$ cat src/rtl/mem_access.sv
// mem_access: memory-access stage downstream of the dual-issue execute stage.
// Runs the data-bus request/response handshake for the single load/store
// picked from the two execute lanes, stalls upstream while the access is in
// flight, flags misaligned addresses, aligns and extends load data, and emits
// a one-cycle completion pulse toward writeback.
//
// Ports
//   clk, reset          pipeline clock, asynchronous active-high reset
//   req_*               op from execute: valid, lane, op code, address, store data
//   flush               kill the in-flight op (no completion)
//   dreq_*              bus request: valid, address, size, byte strobes, store data
//   dresp_*             bus response: address accepted, data/ack, raw load word
//   m_wait              stall for upstream stages
//   done_*              completion pulse, lane, aligned/extended load result
//   adel, ades          load/store address error (with done_valid)
//   badvaddr            faulting address
module mem_access (
  input  logic        clk,
  input  logic        reset,
  input  logic        req_valid,
  input  logic        req_lane,
  input  logic [2:0]  req_op,
  input  logic [31:0] req_addr,
  input  logic [31:0] req_wdata,
  input  logic        flush,
  output logic        dreq_valid,
  output logic [31:0] dreq_addr,
  output logic [1:0]  dreq_size,
  output logic [3:0]  dreq_strobe,
  output logic [31:0] dreq_data,
  input  logic        dresp_addr_ok,
  input  logic        dresp_data_ok,
  input  logic [31:0] dresp_data,
  output logic        m_wait,
  output logic        done_valid,
  output logic        done_lane,
  output logic [31:0] done_data,
  output logic        adel,
  output logic        ades,
  output logic [31:0] badvaddr
);

  localparam logic [2:0] OpLb  = 3'd0;
  localparam logic [2:0] OpLbu = 3'd1;
  localparam logic [2:0] OpLh  = 3'd2;
  localparam logic [2:0] OpLhu = 3'd3;
  localparam logic [2:0] OpLw  = 3'd4;
  localparam logic [2:0] OpSb  = 3'd5;
  localparam logic [2:0] OpSh  = 3'd6;
  localparam logic [2:0] OpSw  = 3'd7;

  typedef enum logic [2:0] {StIdle, StReq, StWait, StDrain, StDone} state_e;

  state_e      state_q;
  logic [2:0]  op_q;
  logic        lane_q;
  logic [31:0] addr_q;
  logic [31:0] wdata_q;
  logic        kill_q;     // flushed while the request is still waiting for addr_ok
  logic        adel_q;
  logic        ades_q;
  logic [31:0] badvaddr_q;
  logic [31:0] done_data_q;

  function automatic logic is_store(input logic [2:0] op);
    return op >= OpSb;
  endfunction

  function automatic logic [1:0] op_size(input logic [2:0] op);
    unique case (op)
      OpLb, OpLbu, OpSb: return 2'd0;
      OpLh, OpLhu, OpSh: return 2'd1;
      default:           return 2'd2;
    endcase
  endfunction

  function automatic logic misaligned(input logic [2:0] op, input logic [1:0] off);
    unique case (op_size(op))
      2'd1:    return off[0];
      2'd2:    return off != 2'd0;
      default: return 1'b0;
    endcase
  endfunction

  // Stores complete with a zero result; loads pick and extend their byte/half.
  function automatic logic [31:0] load_result(input logic [2:0] op, input logic [1:0] off,
                                              input logic [31:0] w);
    logic [31:0] shifted;
    logic [7:0]  b;
    logic [15:0] h;
    shifted = w >> {off, 3'b000};
    b = shifted[7:0];
    h = off[1] ? w[31:16] : w[15:0];
    unique case (op)
      OpLb:    return {{24{b[7]}}, b};
      OpLbu:   return {24'd0, b};
      OpLh:    return {{16{h[15]}}, h};
      OpLhu:   return {16'd0, h};
      OpLw:    return w;
      default: return 32'd0;
    endcase
  endfunction

  always_ff @(posedge clk or posedge reset) begin
    if (reset) begin
      state_q     <= StIdle;
      op_q        <= 3'd0;
      lane_q      <= 1'b0;
      addr_q      <= 32'd0;
      wdata_q     <= 32'd0;
      kill_q      <= 1'b0;
      adel_q      <= 1'b0;
      ades_q      <= 1'b0;
      badvaddr_q  <= 32'd0;
      done_data_q <= 32'd0;
    end else begin
      unique case (state_q)
        StIdle: begin
          if (req_valid && !flush) begin
            op_q        <= req_op;
            lane_q      <= req_lane;
            addr_q      <= req_addr;
            wdata_q     <= req_wdata;
            kill_q      <= 1'b0;
            done_data_q <= 32'd0;
            if (misaligned(req_op, req_addr[1:0])) begin
              adel_q     <= !is_store(req_op);
              ades_q     <= is_store(req_op);
              badvaddr_q <= req_addr;
              state_q    <= StDone;
            end else begin
              adel_q     <= 1'b0;
              ades_q     <= 1'b0;
              badvaddr_q <= 32'd0;
              state_q    <= StReq;
            end
          end
        end
        StReq: begin
          // The request stays up until accepted even when killed.
          if (dresp_addr_ok) begin
            if (kill_q || flush) begin
              state_q <= dresp_data_ok ? StIdle : StDrain;
            end else if (dresp_data_ok) begin
              done_data_q <= load_result(op_q, addr_q[1:0], dresp_data);
              state_q     <= StDone;
            end else begin
              state_q <= StWait;
            end
            kill_q <= 1'b0;
          end else if (flush) begin
            kill_q <= 1'b1;
          end
        end
        StWait: begin
          if (flush) begin
            state_q <= dresp_data_ok ? StIdle : StDrain;
          end else if (dresp_data_ok) begin
            done_data_q <= load_result(op_q, addr_q[1:0], dresp_data);
            state_q     <= StDone;
          end
        end
        StDrain: begin
          if (dresp_data_ok) state_q <= StIdle;
        end
        StDone: begin
          state_q <= StIdle;
        end
        default: state_q <= StIdle;
      endcase
    end
  end

  always_comb begin
    dreq_strobe = 4'b0000;
    dreq_data   = 32'd0;
    unique case (op_q)
      OpSb: begin
        dreq_strobe = 4'b0001 << addr_q[1:0];
        dreq_data   = {4{wdata_q[7:0]}};
      end
      OpSh: begin
        dreq_strobe = 4'b0011 << addr_q[1:0];
        dreq_data   = {2{wdata_q[15:0]}};
      end
      OpSw: begin
        dreq_strobe = 4'b1111;
        dreq_data   = wdata_q;
      end
      default: ;
    endcase
  end

  assign dreq_valid = (state_q == StReq);
  assign dreq_addr  = addr_q;
  assign dreq_size  = op_size(op_q);

  // Gated by reset so the stall drops together with every other output.
  assign m_wait = !reset && (((state_q == StIdle) && req_valid) || (state_q == StReq) ||
                             (state_q == StWait) || (state_q == StDrain));

  assign done_valid = (state_q == StDone) && !flush;
  assign done_lane  = done_valid && lane_q;
  assign done_data  = done_data_q;
  assign adel       = done_valid && adel_q;
  assign ades       = done_valid && ades_q;
  assign badvaddr   = badvaddr_q;

endmodule

$ cat config.mk
export PLATFORM = sky130hd
export DESIGN_NAME = mem_access
export DESIGN_NICKNAME = d
export VERILOG_FILES = /design/src/rtl/mem_access.sv
export SDC_FILE = /design/constraint.sdc
export NUM_CORES = 1
export LEC_CHECK = 0
export ABC_AREA = 1
export CAP_MARGIN = 5
export CORE_MARGIN = 8
export CORE_UTILIZATION = 48
export CTS_CLUSTER_SIZE = 12
export DETAILED_ROUTE_END_ITERATION = 10
export PLACE_DENSITY = 0.92
export SLEW_MARGIN = 10
export SYNTH_ARGS = -nofsm -noshare
export SYNTH_HDL_FRONTEND = slang
export SYNTH_SLANG_ARGS = --single-unit
$ cat constraint.sdc
create_clock -name clk -period 11.75 [get_ports clk]
set_clock_uncertainty 0.15 [all_clocks]
set_input_delay 2.35 -clock clk [delete_from_list [all_inputs] [get_ports clk]]
set_output_delay 2.35 -clock clk [all_outputs]
set_load 0.005 [all_outputs]
==> results_dict.tcl, run 1 <==
set metrics [dict create \
    final_layout_size_suffix_gt1_share_pct 3.71 \
    worstPathArrival_ns 3.92 \
    initial_utilization_pct 48.6 \
    postSynthRegisterBits 138 \
    powerDensity_mw_per_mm2 254 \
    synthDominantCellAreaShare_pct 51.7 \
    synthDominantAreaCellType "sky130_fd_sc_hd__dfrtp_1" \
    clock_buffer_depth 2 \
    fmax_mhz 156 \
    grtUsageTotal_pct 26.1 \
    total_i_o_pin_count 246 \
    clkLatencyLatePin_ns 0.41 \
    clock-sinks 138 \
    finalCriticalPeriod_ns 6.42 \
    grt-ovfl-total 0 \
    drt_iter0_drc 589 \
    synth_sequential_area_ratio_pct 51.7 \
    setup_violations 0 \
    max_stage_delay_ns 0.55 \
    setup.worst_path.start_class "input port" \
    drc 0 \
    post-route-cell-area_mm2 0.00970 \
    grt_max_degree 99 \
    path_clk_slew_ns 0.05 \
    crit_path_cells "clkdlybuf4s50_1 > nor3_1 > inv_1 > nor2_1 > clkdlybuf4s50_1" \
    finalHoldWorstSlack_ns 0.319 \
    unrepaired_setup_endpoints_after_global_routing "false" \
    synth_cells 900 \
    totalWireLength_um 23500 \
    cts_setup_buffers 0 \
    regToRegSetupSlack_ns 8.85 \
    timing.setup.critical_path_class "input port to primary output" \
    worst_path_most_repeated_cell "sky130_fd_sc_hd__clkdlybuf4s50_1" \
    p_leak_nw 4.77 \
    grt_pass1_vias 7238 \
    slew_violations 0 \
    synth_area_per_cell_um2 7.42 \
    floorplan.die.width_um 134 \
    postSynth.asyncResetShare_pct 100 \
    cts_resized 0 \
    placedInstanceArea_mm2 0.00914 \
    tritoncts.num_buffers 17 \
    finalHoldViolations 0 \
    finalSetupTns_ns 0 \
    fin_crit_sh_pct 54.7 \
    max_ir_drop_vdd_uv 152 \
    areaGrowthSynthToFinish_pct 45.3 \
    synthFlopType "sky130_fd_sc_hd__dfrtp_1" \
    cts-root-buf "sky130_fd_sc_hd__clkbuf_16" \
    num_vias 6961 \
    diodes_inserted 0 \
    routed_length_per_instance_um 17.9 \
    antenna_violations_before_repair 0 \
    worst_path_dominant_cell_family "buffers and inverters" \
    portBuffers 245 \
    critPathMaxFanout 5 \
    final_antenna_net_count 0 \
    outcome "completed" \
    drv_cap 0 \
    synth_nets 1006 \
    worstPathRequired_ns 9.25 \
    yosysWarnings 0 \
    tritoncts_clock_tree "built" \
    grt_pass1_wl_um 36900 \
    place_hpwl_um 16700 \
    mappedNetlistArea_mm2 0.00667 \
    min-delay-path-class "flop to flop" \
    synth_edf_count 0 \
    synth_most_common_cell "sky130_fd_sc_hd__nand2_1" \
    cp_num_buf_inv 3 \
    h-tree-depth 4 \
    vias_per_cell 5.31 \
    fp.dieArea_mm2 0.0179 \
    synth_top_cells_by_area "sky130_fd_sc_hd__dfrtp_1 (52%), sky130_fd_sc_hd__nand2_1 (22%), sky130_fd_sc_hd__o21ai_0 (6.7%), sky130_fd_sc_hd__inv_1 (4.3%), sky130_fd_sc_hd__nand3_1 (3.8%)" \
    synth.cells.most_frequent "sky130_fd_sc_hd__nand2_1 (398), sky130_fd_sc_hd__dfrtp_1 (138), sky130_fd_sc_hd__o21ai_0 (90)" \
    drt_pass1_iterations 6 \
    number_of_hold_buffers_added_after_cts 0 \
    floorplan.core_area_mm2 0.0137 \
    fp-row-count 43 \
    setup.worst_path.end_class "primary output" \
    nets 1228 \
    tightest_slew_ns 1.09 \
    worst_slew_margin_rel_pct 27.2 \
    synth.distinct_cells 27 \
    place.gp.congestion 0.889 \
    cp_slowest_cell "sky130_fd_sc_hd__clkdlybuf4s50_1" \
    floorplan.die.height_um 134 \
]
## area by class of cell
class / count / area, um^2
Clock buffer: 20 / 457
Clock inverter: 8 / 98.8
Fill cell: 1007 / 4020
Inverter: 81 / 309
Multi-Input combinational cell: 636 / 2680
Sequential cell: 138 / 3450
Tap cell: 180 / 225
Timing Repair Buffer: 248 / 2470
## power by group
part	switching, W	internal (W)	total [W]	leakage [nW]
registers	0.000130	0.000674	0.000804	1.78
clock network	0.000195	0.000318	0.000512	0.269
logic	0.000629	0.000517	0.00115	2.72
total	0.000954	0.00151	0.00246	4.77
## sequential cells by signal (all words and copies together), names as in the netlist, 3 cells and up
register,count
badvaddr,32
done_data,32
dreq_addr,32
wdata_q,32
op_q,3
state_q,3
## through the flow
| stage | std cells | setup WS [ns] | total power, W | util (%) |
|---|---|---|---|---|
| after floorplan | 900 | 5.55 | 0.00137 | - |
| after global placement | 1283 | 5.45 | 0.00190 | 66.6 |
| after detailed placement | 1283 | 5.35 | 0.00193 | 66.6 |
| after CTS | 1311 | 5.34 | 0.00247 | 70.7 |
| after global routing | 1311 | 5.27 | 0.00263 | 70.7 |
| final | 1311 | 5.33 | 0.00246 | 70.7 |
## layout by cell type (no fill, tap or decap), types with 2 or more instances in the layout
cell type / Yosys / routed
sky130_fd_sc_hd__nor3_1: 4 / 4
sky130_fd_sc_hd__buf_4: 5 / 3
sky130_fd_sc_hd__inv_2: 5 / 5
sky130_fd_sc_hd__nand3_1: 51 / 51
sky130_fd_sc_hd__o21ai_1: 8 / 8
sky130_fd_sc_hd__clkinv_2: 0 / 3
sky130_fd_sc_hd__clkbuf_16: 0 / 17
sky130_fd_sc_hd__a21oi_1: 6 / 6
sky130_fd_sc_hd__nor2_1: 56 / 56
sky130_fd_sc_hd__o21ai_0: 90 / 90
sky130_fd_sc_hd__dfrtp_1: 138 / 138
sky130_fd_sc_hd__o31ai_1: 3 / 3
sky130_fd_sc_hd__clkbuf_8: 0 / 2
sky130_fd_sc_hd__clkinvlp_4: 0 / 2
sky130_fd_sc_hd__nand2_1: 398 / 398
sky130_fd_sc_hd__inv_1: 76 / 75
sky130_fd_sc_hd__bufinv_16: 0 / 2
sky130_fd_sc_hd__clkdlybuf4s50_1: 0 / 245
sky130_fd_sc_hd__o211ai_1: 9 / 9
## worst reg2reg max path: stages, from the launching register on
cell                      delay (ns)
sky130_fd_sc_hd__dfrtp_1        0.51
sky130_fd_sc_hd__nor2_1         0.11
sky130_fd_sc_hd__nand2_1        0.12
sky130_fd_sc_hd__nand2_2        0.36
sky130_fd_sc_hd__nand2_1        0.17
sky130_fd_sc_hd__nand2_1        0.10
sky130_fd_sc_hd__nor2_4         0.56
sky130_fd_sc_hd__inv_2          0.45
sky130_fd_sc_hd__nand2_1        0.18
sky130_fd_sc_hd__nand2_1        0.07
## final timing paths
| kind | from | end | depth (start not counted) |
|---|---|---|---|
| max in group asynchronous | reset | wdata_q[31] | 3 |
| min in group asynchronous | reset | dreq_addr[11] | 2 |
| worst min-delay path | wdata_q[16] | wdata_q[16] | 2 |
| worst max-delay path | flush | adel | 5 |
| worst min register to register | wdata_q[16] | wdata_q[16] | 2 |
| worst max register to register | state_q[2] | done_data[26] | 9 |
## cells by family (layout without fill, tap and decap cells)
logic type	Yosys count	in the layout	synth area share [%]
AND/OR/NAND/NOR	517	517	30.7
AO/OA/AOI/OAI	119	119	9.45
buffers and inverters	126	357	8.10
flip-flops	138	138	51.7
## layer usage
metal | vias up | GRT usage (%) | routed length [um]
met3 | 70 | 11.0 | 2900
met4 | 0 | 13.6 | 1020
met5 | - | 0 | 0
met2 | 383 | 43.2 | 11000
met1 | 3267 | 28.1 | 8560
li1 | 3241 | - | -
(Power assumes the default switching activity.)
==> inputs of run 2 (changes only) <==
--- a/config.mk
+++ b/config.mk
@@ -8,10 +8,10 @@
 export ABC_AREA = 1
 export CAP_MARGIN = 5
 export CORE_MARGIN = 8
-export CORE_UTILIZATION = 48
+export CORE_UTILIZATION = 41
 export CTS_CLUSTER_SIZE = 12
 export DETAILED_ROUTE_END_ITERATION = 10
-export PLACE_DENSITY = 0.92
+export PLACE_DENSITY = 0.84
 export SLEW_MARGIN = 10
 export SYNTH_ARGS = -nofsm -noshare
 export SYNTH_HDL_FRONTEND = slang
==> constraint.sdc (replaced) <==
create_clock -name clk -period 5.83 [get_ports clk]
set_clock_uncertainty 0.15 [all_clocks]
set_input_delay 1.166 -clock clk [delete_from_list [all_inputs] [get_ports clk]]
set_output_delay 1.166 -clock clk [all_outputs]
set_load 0.005 [all_outputs]
==> results_dict.tcl, run 2 (synthesis results as in run 1) <==
set metrics [dict create \
    grtUsageTotal_pct 22.3 \
    fp-row-count 46 \
    h-tree-depth 4 \
    tritoncts_clock_tree "built" \
    slew_violations 0 \
    min_delay_worst_endpoint "wdata_q[26]" \
    grt_pass1_wl_um 35700 \
    clkLatencyLatePin_ns 0.41 \
    routed_length_per_instance_um 17.0 \
    finalCriticalPeriod_ns 4.11 \
    timing.final.ws_setup_ns 1.72 \
    max_ir_drop_vdd_uv 285 \
    number_of_hold_buffers_added_after_cts 0 \
    areaGrowthSynthToFinish_pct 47.2 \
    final_antenna_net_count 0 \
    tritoncts.num_buffers 17 \
    num_vias 6771 \
    cts_setup_buffers 0 \
    layout_commonest_cell "sky130_fd_sc_hd__nand2_1" \
    drt_pass1_iterations 5 \
    setup.worst_path.start_class "flop" \
    regToRegStartpoint "state_q[2]" \
    finalHoldWorstSlack_ns 0.319 \
    powerDensity_mw_per_mm2 515 \
    cp_slowest_cell "sky130_fd_sc_hd__nor3_2" \
    clock-sinks 138 \
    drv_cap 0 \
    totalWireLength_um 23000 \
    antenna_violations_before_repair 0 \
    grt_pass1_vias 6856 \
    cts_resized 0 \
    power.total_w 0.00506 \
    vias_per_cell 5.01 \
    floorplan.core_area_mm2 0.0159 \
    rr_worst_depth 9 \
    unrepaired_setup_endpoints_after_global_routing "false" \
    setup.worst_path.end_class "primary output" \
    drt_iter0_drc 480 \
    critPathMaxFanout 11 \
    path_clk_slew_ns 0.06 \
    crit_path_cells "inv_1 > nor3_2 > nor2_1 > o31ai_1 > clkdlybuf4s50_1" \
    drc 0 \
    cts-root-buf "sky130_fd_sc_hd__clkbuf_16" \
    nets 1229 \
    p_leak_nw 4.81 \
    min-delay-path-class "flop to flop" \
    place.gp.congestion 0.873 \
    place_hpwl_um 16400 \
    place_inst 1320 \
    initial_utilization_pct 42.0 \
    finalHoldViolations 0 \
    seq_area_mm2 0.00345 \
    r2r_end "done_data[4]" \
    floorplan.die.height_um 144 \
    tightest_slew_ns 1.06 \
    final_cell_count_no_fill 1352 \
    total_i_o_pin_count 246 \
    floorplan.die.width_um 144 \
    grt-ovfl-total 0 \
    placement.setup.worst_slack_ns 1.72 \
    grt_max_degree 111 \
    hold_depth 2 \
    clock_buffer_depth 2 \
    timing.setup.critical_path_class "flop to primary output" \
    worstPathRequired_ns 4.51 \
    diodes_inserted 0 \
    finalSetupTns_ns 0 \
    fmax_mhz 243 \
    fp.dieArea_mm2 0.0206 \
    portBuffers 245 \
    fill_cells 1401 \
    fin_crit_sh_pct 70.5 \
    setup_violations 0 \
    outcome "completed" \
    final_layout_size_suffix_gt1_share_pct 4.23 \
    regToRegSetupSlack_ns 2.89 \
    worstPathArrival_ns 2.79 \
    max_stage_delay_ns 0.60 \
    multi_input_comb_area_mm2 0.00268 \
    worst_slew_margin_rel_pct 29.2 \
    layout.cells.most_common_list "sky130_fd_sc_hd__nand2_1 (398), sky130_fd_sc_hd__clkdlybuf4s50_1 (245), sky130_fd_sc_hd__dfrtp_1 (138)" \
    min_from "wdata_q[26]" \
]
run 2: layout make-up:
class                      instances  area share [%]
sequential                       138            35.2
multi-input combinational        636            27.3
timing repair buffer             249            25.3
clock buffer                      19            4.61
inverter                          81            3.15
tap                              216            2.75
clock inverter                    13            1.80
run 2: worst max-delay path by stage:
stage / from / end / cells past startpoint
4_1_cts: op_q[2] / dreq_strobe[3] / 5
3_3_place_gp: flush / ades / 5
6_report: op_q[2] / dreq_strobe[3] / 5
2_1_floorplan: reset / adel_q / 1
5_1_grt: op_q[2] / dreq_strobe[3] / 5
3_5_place_dp: flush / ades / 5
run 2: worst max-delay path: cells and delay by family, from the launching register on:
kind	cells	cell delay [ns]
compound gates	1	0.37
buf+inv	2	0.74
flops	1	0.52
simple gates	2	0.76
run 2: through the flow:
stage               cell area [um^2]  utilization (%)
floorplan                       6670                -
global placement                9200             57.9
detailed placement              9200             57.9
CTS                             9820             61.8
global route                    9820             61.8
finish                          9820             61.8
run 2: power by group:
| part | internal (W) | switching [W] |
|---|---|---|
| logic | 0.00104 | 0.00125 |
| clock network | 0.000708 | 0.000449 |
| registers | 0.00136 | 0.000250 |
run 2: per-layer routing:
metal / wire [um] / global-route usage, % / part of all wire, % / vias to the layer above
met2: 10600 / 36.1 / 46 / 322
met3: 3100 / 11.0 / 13 / 38
met4: 505 / 7.86 / 2.2 / 0
met1: 8750 / 25.2 / 38 / 3166
met5: 0 / 0 / 0 / -
li1: - / - / - / 3245
==> inputs of run 3 (changes only) <==
==> constraint.sdc (replaced) <==
create_clock -name clk -period 3.3 [get_ports clk]
set_clock_uncertainty 0.15 [all_clocks]
set_input_delay 0.66 -clock clk [delete_from_list [all_inputs] [get_ports clk]]
set_output_delay 0.66 -clock clk [all_outputs]
set_load 0.005 [all_outputs]
==> results_dict.tcl, run 3 (synthesis results as in run 1) <==
set metrics [dict create \
    outcome "completed" \
    cts_resized 0 \
    setup_violations 0 \
    clkLatencyLatePin_ns 0.42 \
    crit_path_cells "nand3_2 > inv_1 > nor2_1 > o31ai_1 > clkdlybuf4s50_1" \
    h-tree-depth 4 \
    grt_max_degree 84 \
    rr_worst_depth 9 \
    tritoncts.num_buffers 17 \
    number_of_hold_buffers_added_after_cts 0 \
    finalHoldViolations 0 \
    setup.worst_path.start_class "flop" \
    final_layout_size_suffix_gt1_share_pct 5.57 \
    final_antenna_net_count 0 \
    layout.cells.most_common_list "sky130_fd_sc_hd__nand2_1 (398), sky130_fd_sc_hd__clkdlybuf4s50_1 (245), sky130_fd_sc_hd__dfrtp_1 (138)" \
    routed_length_per_instance_um 16.9 \
    num_vias 6872 \
    worstPathRequired_ns 2.49 \
    timing.setup.critical_path_class "flop to primary output" \
    fill_cells 1358 \
    grt_pass1_wl_um 36100 \
    max_ir_drop_vdd_uv 507 \
    fp-row-count 46 \
    initial_utilization_pct 42.0 \
    cts_setup_buffers 0 \
    p_leak_nw 4.88 \
    floorplan.die.height_um 144 \
    hold_depth 2 \
    grt_pass1_vias 7036 \
    place_hpwl_um 17000 \
    min-delay-path-class "flop to flop" \
    diodes_inserted 0 \
    worst_slew_margin_rel_pct 50.3 \
    finalSetupTns_ns 0 \
    setup.worst_path.end_class "primary output" \
    grtUsageTotal_pct 22.6 \
    floorplan.die.width_um 144 \
    antenna_violations_before_repair 0 \
    power.total_w 0.00894 \
    fmax_mhz 318 \
    clock-sinks 138 \
    floorplan.core_area_mm2 0.0159 \
    max_stage_delay_ns 0.59 \
    drt_pass1_iterations 5 \
    fin_crit_sh_pct 95.2 \
    place.gp.congestion 0.881 \
    vias_per_cell 5.03 \
    cts-root-buf "sky130_fd_sc_hd__clkbuf_16" \
    tightest_slew_ns 0.740 \
    unrepaired_setup_endpoints_after_global_routing "false" \
    powerDensity_mw_per_mm2 899 \
    fp.dieArea_mm2 0.0206 \
    nets 1244 \
    areaGrowthSynthToFinish_pct 49.1 \
    portBuffers 245 \
    totalWireLength_um 23100 \
    layout_commonest_cell "sky130_fd_sc_hd__nand2_1" \
    drt_iter0_drc 460 \
    slew_violations 0 \
    finalCriticalPeriod_ns 3.14 \
    grt-ovfl-total 0 \
    total_i_o_pin_count 246 \
    tritoncts_clock_tree "built" \
    clock_buffer_depth 2 \
    worstPathArrival_ns 2.33 \
    cp_slowest_cell "sky130_fd_sc_hd__clkdlybuf4s50_1" \
    path_clk_slew_ns 0.06 \
    drv_cap 0 \
    drc 0 \
    critPathMaxFanout 8 \
]
==> run 3: cell types whose count changed in the layout (fill, tap and decap cells not counted), sizes merged <==
cell / before / now
buf: 4 / 19
inv: 88 / 82
clkinv: 2 / 7
clkbuf: 19 / 18
clkinvlp: 1 / 2
==> run 3: final cells by class <==
type                            count  area [um^2]  area share, %
Clock inverter                     13          169           1.70
Clock buffer                       18          429           4.31
Sequential cell                   138         3450           34.7
Inverter                           81          308           3.09
Multi-Input combinational cell    636         2690           27.0
Tap cell                          216          270           2.72
Timing Repair Buffer              264         2630           26.4
==> run 3: path summary, 6_finish.rpt <==
kind | slack, ns | startpoint | to
hold reg to reg | 0.32 | dreq_addr[23] | dreq_addr[23]
setup reg to reg | 1.31 | state_q[2] | done_data[16]
setup / recovery | 0.16 | op_q[1] | dreq_strobe[3]
hold / removal | 0.32 | dreq_addr[23] | dreq_addr[23]
max in group asynchronous | 1.69 | reset | wdata_q[18]
min in group asynchronous | 0.51 | reset | dreq_addr[15]
==> run 3: worst max-delay path, delay by kind of cell (launching register included) <==
family,cells,cell delay (ns)
AO/OA/AOI/OAI,1,0.36
buffers and inverters,2,0.72
flip-flops,1,0.53
AND/OR/NAND/NOR,2,0.32
==> run 3: report_power, final <==
group	switching [W]	internal, W
Combinational	0.00225	0.00193
Clock	0.000746	0.00119
Sequential	0.000432	0.00240
Total	0.00343	0.00551
==> run 3: through the flow <==
step                      area [um^2]  instances  util, %  setup WS [ns]  hold WS, ns
after floorplan                  6680        900        -          0.769        0.292
after global placement           9340       1335     58.8          0.349        0.303
after detailed placement         9340       1335     58.8          0.345        0.308
after CTS                        9940       1366     62.6         0.0609        0.323
after global routing             9950       1366     62.7         0.0190        0.343
final                            9950       1366     62.7          0.160        0.321
==> run 3: layer usage <==
layer | up-vias | global-route usage (%) | part of all wire, %
met1 | 3213 | 26.0 | 38
met2 | 339 | 36.5 | 46
li1 | 3283 | - | -
met3 | 37 | 10.1 | 13
met4 | 0 | 8.63 | 2.4
met5 | - | 0 | 0
